<file path="config.mk">
export PLATFORM = sky130hd
export DESIGN_NAME = pulseack_event_issuer_flat
export DESIGN_NICKNAME = d
export VERILOG_FILES = /design/src/rtl/pulseack_event_issuer_pkg.sv /design/src/rtl/pulseack_event_issuer_if.sv /design/src/rtl/pulseack_event_issuer_pending_cnt.sv /design/src/rtl/pulseack_event_issuer.sv /design/src/flat_wrapper.sv
export SDC_FILE = /design/constraint.sdc
export NUM_CORES = 1
export LEC_CHECK = 0
export CAP_MARGIN = 25
export CORE_AREA = 3 3 40 42
export CTS_BUF_LIST = sky130_fd_sc_hd__clkbuf_2
export DETAILED_ROUTE_END_ITERATION = 12
export DIE_AREA = 0 0 43 45
export HOLD_SLACK_MARGIN = 0.02
export MAX_ROUTING_LAYER = met4
export PLACE_DENSITY = 0.76
export SETUP_SLACK_MARGIN = 0.1
export SYNTH_ARGS = -nofsm -noshare
export SYNTH_HDL_FRONTEND = slang
export SYNTH_HIERARCHICAL = 1
export SYNTH_SLANG_ARGS = --single-unit
</file>
<file path="constraint.sdc">
create_clock -name clk_s -period 7.5 [get_ports clk_s]
set_input_delay 0.75 -clock clk_s [delete_from_list [all_inputs] [get_ports clk_s]]
set_output_delay 0.75 -clock clk_s [all_outputs]
set_load 0.03 [all_outputs]
</file>
<file path="src/rtl/pulseack_event_issuer_pkg.sv">
// Shared types and constants for the pulse-acknowledge event issuer.
package pulseack_issuer_pkg;

   // Issuer FSM: wait for work, drive the event pulse, then wait for the ack.
   typedef enum logic [1:0] {
      IDLE     = 2'd0,
      ISSUE    = 2'd1,
      WAIT_ACK = 2'd2
   } state_e;

   // Width of the WAIT_ACK cycle counter used by the optional timeout.
   localparam int TMO_CNT_W = 16;

   // Legal range for the pending counter width.
   localparam int CNT_WIDTH_MIN = 1;
   localparam int CNT_WIDTH_MAX = 8;

endpackage

</file>
<file path="src/rtl/pulseack_event_issuer_if.sv">
// Source-side handshake toward the pulse-acknowledge synchronizer.
// master: the issuer (drives event_s); slave: the synchronizer.
interface pulseack_sync_if;
   logic event_s;
   logic busy_s;
   logic ack_s;

   modport master (output event_s, input busy_s, input ack_s);
   modport slave  (input event_s, output busy_s, output ack_s);
endinterface

</file>
<file path="src/rtl/pulseack_event_issuer_pending_cnt.sv">
// Saturating up/down counter of queued requests with a sticky overflow flag.
// An increment at full scale is dropped (and flagged) unless a decrement
// frees a slot in the same cycle.
module pulseack_pending_cnt #(
   parameter int WIDTH = 4
) (
   input  logic             clk,
   input  logic             rst,
   input  logic             clr,
   input  logic             inc,
   input  logic             dec,
   output logic [WIDTH-1:0] count,
   output logic             overflow
);

   localparam logic [WIDTH-1:0] CNT_MAX = {WIDTH{1'b1}};

   logic [WIDTH-1:0] cnt_q, cnt_d;
   logic             ovf_q, ovf_d;
   logic             dec_ok;

   // Next count: clear wins, then inc/dec with saturation at full scale.
   always_comb begin
      cnt_d  = cnt_q;
      ovf_d  = ovf_q;
      dec_ok = dec && (cnt_q != '0);
      if (clr) begin
         cnt_d = '0;
         ovf_d = 1'b0;
      end else begin
         case ({inc, dec_ok})
            2'b10: begin
               if (cnt_q == CNT_MAX) ovf_d = 1'b1;
               else                  cnt_d = cnt_q + WIDTH'(1);
            end
            2'b01:   cnt_d = cnt_q - WIDTH'(1);
            default: cnt_d = cnt_q;
         endcase
      end
   end

   // Count and sticky overflow registers.
   always_ff @(posedge clk or posedge rst) begin
      if (rst) begin
         cnt_q <= '0;
         ovf_q <= 1'b0;
      end else begin
         cnt_q <= cnt_d;
         ovf_q <= ovf_d;
      end
   end

   assign count    = cnt_q;
   assign overflow = ovf_q;

endmodule

</file>
<file path="src/rtl/pulseack_event_issuer.sv">
// Source-domain initiator for a pulse-acknowledge synchronizer: queues local
// requests and issues them one at a time as event_s pulses, waiting for
// ack_s between issues.
// Optional feature: define PULSEACK_ISSUER_TIMEOUT_EN to abandon an event
// that is not acknowledged within timeout_cycles WAIT_ACK cycles and raise
// the sticky timeout_err output.
module pulseack_event_issuer
   import pulseack_issuer_pkg::*;
#(
   parameter int cnt_width      = 4,
   parameter int timeout_cycles = 255
) (
   input  logic                 clk_s,
   input  logic                 rst_s,
   input  logic                 init_s_n,
   input  logic                 req_s,
   pulseack_sync_if.master      sync,
   output logic                 done_s,
   output logic [cnt_width-1:0] pending,
   output logic                 outstanding,
   output logic                 overflow
`ifdef PULSEACK_ISSUER_TIMEOUT_EN
   ,
   output logic                 timeout_err
`endif
);

   state_e state_q, state_d;
   logic   event_q, event_d;
   logic   done_q,  done_d;
   logic   outst_q, outst_d;
   logic   deq;

`ifdef PULSEACK_ISSUER_TIMEOUT_EN
   // Last WAIT_ACK cycle index before the event is abandoned.
   localparam logic [TMO_CNT_W-1:0] TMO_LAST = TMO_CNT_W'(timeout_cycles - 1);

   logic [TMO_CNT_W-1:0] tmo_cnt_q, tmo_cnt_d;
   logic                 tmo_err_q, tmo_err_d;
`endif

   // Queue of requests not yet issued; the IDLE->ISSUE step is the dequeue.
   pulseack_pending_cnt #(
      .WIDTH (cnt_width)
   ) u_pending_cnt (
      .clk      (clk_s),
      .rst      (rst_s),
      .clr      (~init_s_n),
      .inc      (req_s),
      .dec      (deq),
      .count    (pending),
      .overflow (overflow)
   );

   // Next state and registered pulse outputs; sync clear forces everything idle.
   always_comb begin
      state_d = state_q;
      event_d = 1'b0;
      done_d  = 1'b0;
      outst_d = outst_q;
      deq     = 1'b0;
`ifdef PULSEACK_ISSUER_TIMEOUT_EN
      tmo_cnt_d = tmo_cnt_q;
      tmo_err_d = tmo_err_q;
`endif
      case (state_q)
         IDLE: begin
            // busy_s only matters here; while it is high requests keep piling up.
            if ((pending != '0) && !sync.busy_s) begin
               deq     = 1'b1;
               state_d = ISSUE;
               event_d = 1'b1;
               outst_d = 1'b1;
            end
         end
         ISSUE: begin
            state_d = WAIT_ACK;
`ifdef PULSEACK_ISSUER_TIMEOUT_EN
            tmo_cnt_d = '0;
`endif
         end
         WAIT_ACK: begin
            // An ack on the limit cycle still counts as a normal completion.
            if (sync.ack_s) begin
               state_d = IDLE;
               done_d  = 1'b1;
               outst_d = 1'b0;
            end
`ifdef PULSEACK_ISSUER_TIMEOUT_EN
            else if (tmo_cnt_q == TMO_LAST) begin
               state_d   = IDLE;
               outst_d   = 1'b0;
               tmo_err_d = 1'b1;
            end else begin
               tmo_cnt_d = tmo_cnt_q + TMO_CNT_W'(1);
            end
`endif
         end
         default: state_d = IDLE;
      endcase
      if (!init_s_n) begin
         state_d = IDLE;
         event_d = 1'b0;
         done_d  = 1'b0;
         outst_d = 1'b0;
`ifdef PULSEACK_ISSUER_TIMEOUT_EN
         tmo_cnt_d = '0;
         tmo_err_d = 1'b0;
`endif
      end
   end

   // State and output registers, cleared asynchronously by rst_s.
   always_ff @(posedge clk_s or posedge rst_s) begin
      if (rst_s) begin
         state_q <= IDLE;
         event_q <= 1'b0;
         done_q  <= 1'b0;
         outst_q <= 1'b0;
      end else begin
         state_q <= state_d;
         event_q <= event_d;
         done_q  <= done_d;
         outst_q <= outst_d;
      end
   end

`ifdef PULSEACK_ISSUER_TIMEOUT_EN
   // WAIT_ACK cycle counter and sticky timeout flag.
   always_ff @(posedge clk_s or posedge rst_s) begin
      if (rst_s) begin
         tmo_cnt_q <= '0;
         tmo_err_q <= 1'b0;
      end else begin
         tmo_cnt_q <= tmo_cnt_d;
         tmo_err_q <= tmo_err_d;
      end
   end

   assign timeout_err = tmo_err_q;
`endif

   assign sync.event_s = event_q;
   assign done_s       = done_q;
   assign outstanding  = outst_q;

endmodule
</file>
<file path="src/flat_wrapper.sv">
// flat-port wrapper written by rule: the top's interface ports become plain ports
module pulseack_event_issuer_flat import pulseack_issuer_pkg::*;
#(
   parameter int cnt_width      = 4,
   parameter int timeout_cycles = 255
)
  (clk_s, rst_s, init_s_n, req_s, done_s, pending, outstanding, overflow, sync_event_s, sync_busy_s, sync_ack_s);
  pulseack_sync_if sync_i ();
  input  logic clk_s;
  input  logic rst_s;
  input  logic init_s_n;
  input  logic req_s;
  output logic done_s;
  output logic [cnt_width-1:0] pending;
  output logic outstanding;
  output logic overflow;
  output wire logic [$bits(sync_i.event_s)-1:0] sync_event_s;
  input wire logic [$bits(sync_i.busy_s)-1:0] sync_busy_s;
  input wire logic [$bits(sync_i.ack_s)-1:0] sync_ack_s;
  assign sync_event_s = sync_i.event_s;
  assign sync_i.busy_s = sync_busy_s;
  assign sync_i.ack_s = sync_ack_s;
  pulseack_event_issuer #(.cnt_width(cnt_width), .timeout_cycles(timeout_cycles)) u_core (.clk_s(clk_s), .rst_s(rst_s), .init_s_n(init_s_n), .req_s(req_s), .sync(sync_i), .done_s(done_s), .pending(pending), .outstanding(outstanding), .overflow(overflow));
endmodule
</file>
=== Word level (Yosys, flattened, before mapping) ===
Index checks and enable logic that the tools add are counted.

* Add/subtract/negate cells: 2
* Eq/ne operators: 12
* Mux-type cells: 20
* Reduce and logical (&&, ||, !) cells: 9

{| class="wikitable"
|+ Operator list
! operator !! number
|-
| $mux W1 || 12
|-
| $mux W4 || 2
|-
| $pmux W4 S2 || 1
|-
| $mux W2 || 3
|-
| $ne A3 B1 Y1 const B || 2
|-
| $ne A3 B3 Y1 const B || 2
|-
| $pmux W2 S3 || 1
|-
| $reduce_and A2 Y1 || 3
|-
| $add A4 B1 Y4 const B || 1
|-
| $eq A2 B1 Y1 const B || 2
|-
| $eq A2 B2 Y1 const B || 2
|-
| $eq A4 B4 Y1 const B || 1
|-
| $ne A2 B1 Y1 const B || 2
|-
| $reduce_bool A4 Y1 || 1
|-
| $sub A4 B1 Y4 const B || 1
|-
| $ne A3 B2 Y1 const B || 1
|-
| $reduce_and A3 Y1 || 1
|-
| $logic_and A1 B1 Y1 || 2
|-
| $logic_not A2 Y1 || 1
|-
| $pmux W1 S2 || 1
|-
| $logic_not A1 Y1 || 1
|}

* Register bits: 10
* Bits of input ports: 6
* Output and inout bits: 8

=== Logic depth before layout (Yosys ltp) ===
* Word-level depth: 8
* Depth in mapped cells: 8

=== Hierarchy ===
Netlist, hierarchy kept.

{| class="wikitable"
|+ Modules (own cells, without submodules)
! module !! instances !! cells each !! area each (µm²) !! seq. area each (µm²)
|-
| pulseack_pending_cnt || 1 || 45 || 434.2 || 125.1
|-
| pulseack_event_issuer || 1 || 19 || 226.5 || 125.1
|}

=== Least setup slack after synthesis ===
OpenSTA, ideal clock, no wires.

* Path kind: input to register
* Start: input sync_busy_s
* End: register u_core.u_pending_cnt.cnt_q[3], in the netlist u_core/u_pending_cnt/count[3]
* Setup time: 125 ps
* Arrival: 2,850 ps
* Path slack: 4,525 ps
* Stages on the path: 7
* Buffers on the path: 0
* Path through: nor4_1 nor3b_1 ha_1 and3_2 o21ai_0 a2bb2oi_2 mux2_4

* Cells in the longest elaborated chain, start to end: 8
* Elaborated cells between the ends (all ways): 12
* Those cells by class: 4 x eq/ne; 4 x mux; 4 x reduce/logical

{| class="wikitable"
|+ Ends and longest elaborated chain
! element !! line !! RTL
|-
| from (decl) || flat_wrapper.sv:18 || <nowiki>input wire logic [$bits(sync_i.busy_s)-1:0] sync_busy_s;</nowiki>
|-
| $logic_not A1 Y1 (*) || pulseack_event_issuer.sv:69 || <nowiki>if ((pending != '0) && !sync.busy_s) begin</nowiki>
|-
| $logic_and A1 B1 Y1 (*) || pulseack_event_issuer.sv:69 ||
|-
| $mux W1 (*) || pulseack_event_issuer.sv:69 ||
|-
| $mux W1 (*) || pulseack_event_issuer.sv:66 || <nowiki>case (state_q)</nowiki>
|-
| $logic_and A1 B1 Y1 (*) || pulseack_event_issuer_pending_cnt.sv:26 || <nowiki>dec_ok = dec && (cnt_q != '0);</nowiki>
|-
| $eq A2 B1 Y1 / $eq A2 B2 Y1 (equally long branches) || pulseack_event_issuer_pending_cnt.sv:31 || <nowiki>case ({inc, dec_ok})</nowiki>
|-
| $pmux W4 S2, or another cell as far along || pulseack_event_issuer_pending_cnt.sv:31 ||
|-
| $mux W4 / $reduce_and A2 Y1 (equally long branches) || -- ||
|-
| to (signal assigned) || pulseack_event_issuer_pending_cnt.sv:48 || <nowiki>cnt_q <= cnt_d;</nowiki>
|-
| to (decl) || pulseack_event_issuer_pending_cnt.sv:18 || <nowiki>logic [WIDTH-1:0] cnt_q, cnt_d;</nowiki>
|}

Every way passes the cells marked *; elsewhere a longest branch is shown, timed or not.
A chain may end at the register's enable or synchronous reset.

=== Worst setup path after layout ===
* Start: input sync_busy_s
* End: register u_core.u_pending_cnt.cnt_q[3], in the netlist u_core/u_pending_cnt/count[3]

* Cells in the longest elaborated chain, start to end: 8
* Elaborated cells between the ends (all ways): 12
* Those cells by class: 4 x eq/ne; 4 x mux; 4 x reduce/logical

{| class="wikitable"
|+ Ends and longest elaborated chain
! element !! line !! RTL
|-
| $logic_not A1 Y1 (*) || pulseack_event_issuer.sv:69 ||
|-
| $logic_and A1 B1 Y1 (*) || pulseack_event_issuer.sv:69 ||
|-
| $mux W1 (*) || pulseack_event_issuer.sv:69 ||
|-
| $mux W1 (*) || pulseack_event_issuer.sv:66 ||
|-
| named net u_core.deq || pulseack_event_issuer.sv:32 || <nowiki>logic deq;</nowiki>
|-
| $logic_and A1 B1 Y1 (*) || pulseack_event_issuer_pending_cnt.sv:26 ||
|-
| $eq A2 B1 Y1 / $eq A2 B2 Y1 (equally long branches) || pulseack_event_issuer_pending_cnt.sv:31 ||
|-
| $pmux W4 S2, or another cell as far along || pulseack_event_issuer_pending_cnt.sv:31 ||
|-
| $mux W4 / $reduce_and A2 Y1 (equally long branches) || -- ||
|}

Mark *: on every way through the listed nets, which the timed path passes. The rest lies on a longest branch.

==> results.toml <==
[drt]
dr_total_vias = 517
drc = 0
wl_per_cell_um = 15.15
initialDrtViolationCount = 12
ant_nets = 0
drt_first_pass_iters = 4
routed_wl_um = 1409
avgViaCountPerCell = 5.559

[cts]
clock_sinks = 10
ctsResizeCount = 0
cts_max_level = 1
root_buffer = "clkbuf_2"
cts-hold-fix-buffers = 0
tritoncts = "built"
insertion_delay_ns = 0.26
cts_inserted_buffers = 3
post_cts_buffers = 0
clk_pin_slew_ns = 0.10
cts_buffer_depth = 2

[power]
p_leak_uw = 0.0003758
ir_drop_mv = 0.1477
power_uw = 183.9
power.density_mw_per_mm2 = 229.3

[sta]
slew_viol_final = 0
timing.hold.ws_ns = 0.5117
finClkSkew_ns = 0.008344
worst_slew_pin_slew_ns = 0.7757
setup_viol_count_final = 0
fmax_ghz = 0.2858
fin_crit_ns = 3.498
rsz0062_at_grt = "no"
finalHoldViolCount = 0
tns_ns = 0
setup_ws_ns = 4.002
fin_crit_sh = 0.4664
relSlewSlack = 0.4781

[logic_synthesis]
async_flop_share = 1.000
synth_seq_cells = 10
syn_nets = 72
synth_area_per_cell_um2 = 10.32
synth_edf_count = 0
syn-instance-count = 64
synth_top_area_cell = "dfrtp_1"
synth-seq-area-share = 0.3788
synth_top_flop_cell = "dfrtp_1"
synth_warnings = 6
ys_top_cells_by_area = "dfrtp_1 (38%), mux2_4 (4.5%), nor2_1 (4.0%)"
synth.top_cell.area_share = 0.3788
ys_types = 33
syn_area_um2 = 660.6

[floorplan]
core_area_mm2 = 0.001285
die_h_um = 45
rows = 13
io_pins = 14
die_area_mm2 = 0.001935
initial_core_util = 0.5141
die_w_um = 43

[final_layout]
num-fill-cells = 118
ff_latch_area_um2 = 250.2
final_common_cell = "clkdlybuf4s50_1"
drive_gt1_frac = 0.2051
diodes = 0
syn_to_final_growth_pct = 21.40
fin_nets = 88
final_cell_mix = "clkdlybuf4s50_1 (13), dfrtp_1 (10), nor2_1 (7)"
multi_input_area_um2 = 372.9
fin_area_um2 = 802.0

[placed_design]
dp_slack_ns = 3.740
gp_congestion = 0.7641
dpl_cell_area_um2 = 787.0
dp_hpwl_um = 1063
port_buffers = 13

[critical_path]
crit_arrival_ns = 3.65
end_kind = "register"
crit_fanout = 6
worstPathRequired_ns = 7.66
worstRegToRegCells = 8
startpoint_type = "input pin"
path_class = "in2reg"

[worst_hold_path]
hold_path_depth = 2
hold_class = "reg2reg"

[grt]
grt_max_degree = 13
grt_pass1_wl_um = 2415
track_usage = 0.1785
antenna_found_initial = 0
grt_pass1_vias = 511
gr-total-overflow = 0

[run_status]
outcome = "finished, final reports clean"

[job]
maxCapViolCount = 0
[power by group]
group | internal, uW | total, uW | switching [uW]
Clock | 10.9 | 29.9 | 19.0
Sequential | 61.4 | 76.0 | 14.6
Combinational | 36.8 | 78.0 | 41.3
Total | 109 | 184 | 74.9
[per-layer routing]
| metal | up-vias | routed length, um | track usage |
|---|---|---|---|
| li1 | 261 | - | - |
| met1 | 233 | 679 | 0.2407 |
| met2 | 21 | 635 | 0.2635 |
| met3 | 2 | 77 | 0.02390 |
| met4 | 0 | 17 | 0.09036 |
| met5 | - | 0 | - |
[stage by stage]
stage / std cells / util
final: 93 / 0.6241
after global routing: 93 / 0.6241
after CTS: 93 / 0.6241
after detailed placement: 90 / 0.6125
after global placement: 90 / 0.6125
after floorplan: 64 / -
[kinds of logic after synthesis]
group | synth area share
simple gates | 0.2898
buf+inv | 0.05681
fa+ha+maj | 0.03787
mux | 0.07576
flops | 0.3788
xor+xnor | 0.01326
compound gates | 0.1477
[synth_stat cells (all sizes together), types with 2 or more instances]
library cell	instances
inv	4
nor3	2
o21ai	2
nor2	7
nor4	3
mux2i	2
dfrtp	10
nand2	5
and3b	2
mux2	2
o22ai	2
or3b	2
buf	2
ha	2
a21oi	2
[critical path, stage by stage]
cell,delay [ns]
clkdlybuf4s50_1,0.42
nor4_1,0.69
nor3b_1,0.52
ha_1,0.36
and3_2,0.21
o21ai_0,0.21
a2bb2oi_2,0.18
mux2_4,0.31
[worst paths after layout]
kind	startpoint	end	slack (ns)
setup / recovery	sync_busy_s	u_core/u_pending_cnt/count[3]	4.00
hold / removal	u_core/u_pending_cnt/overflow	u_core/u_pending_cnt/overflow	0.51
setup reg to reg	u_core/u_pending_cnt/count[1]	u_core/u_pending_cnt/count[3]	4.25
hold reg to reg	u_core/u_pending_cnt/overflow	u_core/u_pending_cnt/overflow	0.51
max in group asynchronous	rst_s	u_core/u_pending_cnt/count[0]	6.57
min in group asynchronous	rst_s	u_core/state_q[1]	0.72
[registers in the layout (all words and copies together), names as in the netlist]
name and count:
u_core/sync.event_s 1, u_core/outstanding 1, u_core/state_q 2, u_core/u_pending_cnt/count 4, u_core/u_pending_cnt/overflow 1, u_core/done_s 1
[layout make-up]
type | count | area share
sequential | 10 | 0.3120
timing repair buffer | 13 | 0.1622
tap | 15 | 0.02340
inverter | 4 | 0.01872
clock buffer | 3 | 0.01872
multi-input combinational | 48 | 0.4649
(Power assumes the default switching activity.)
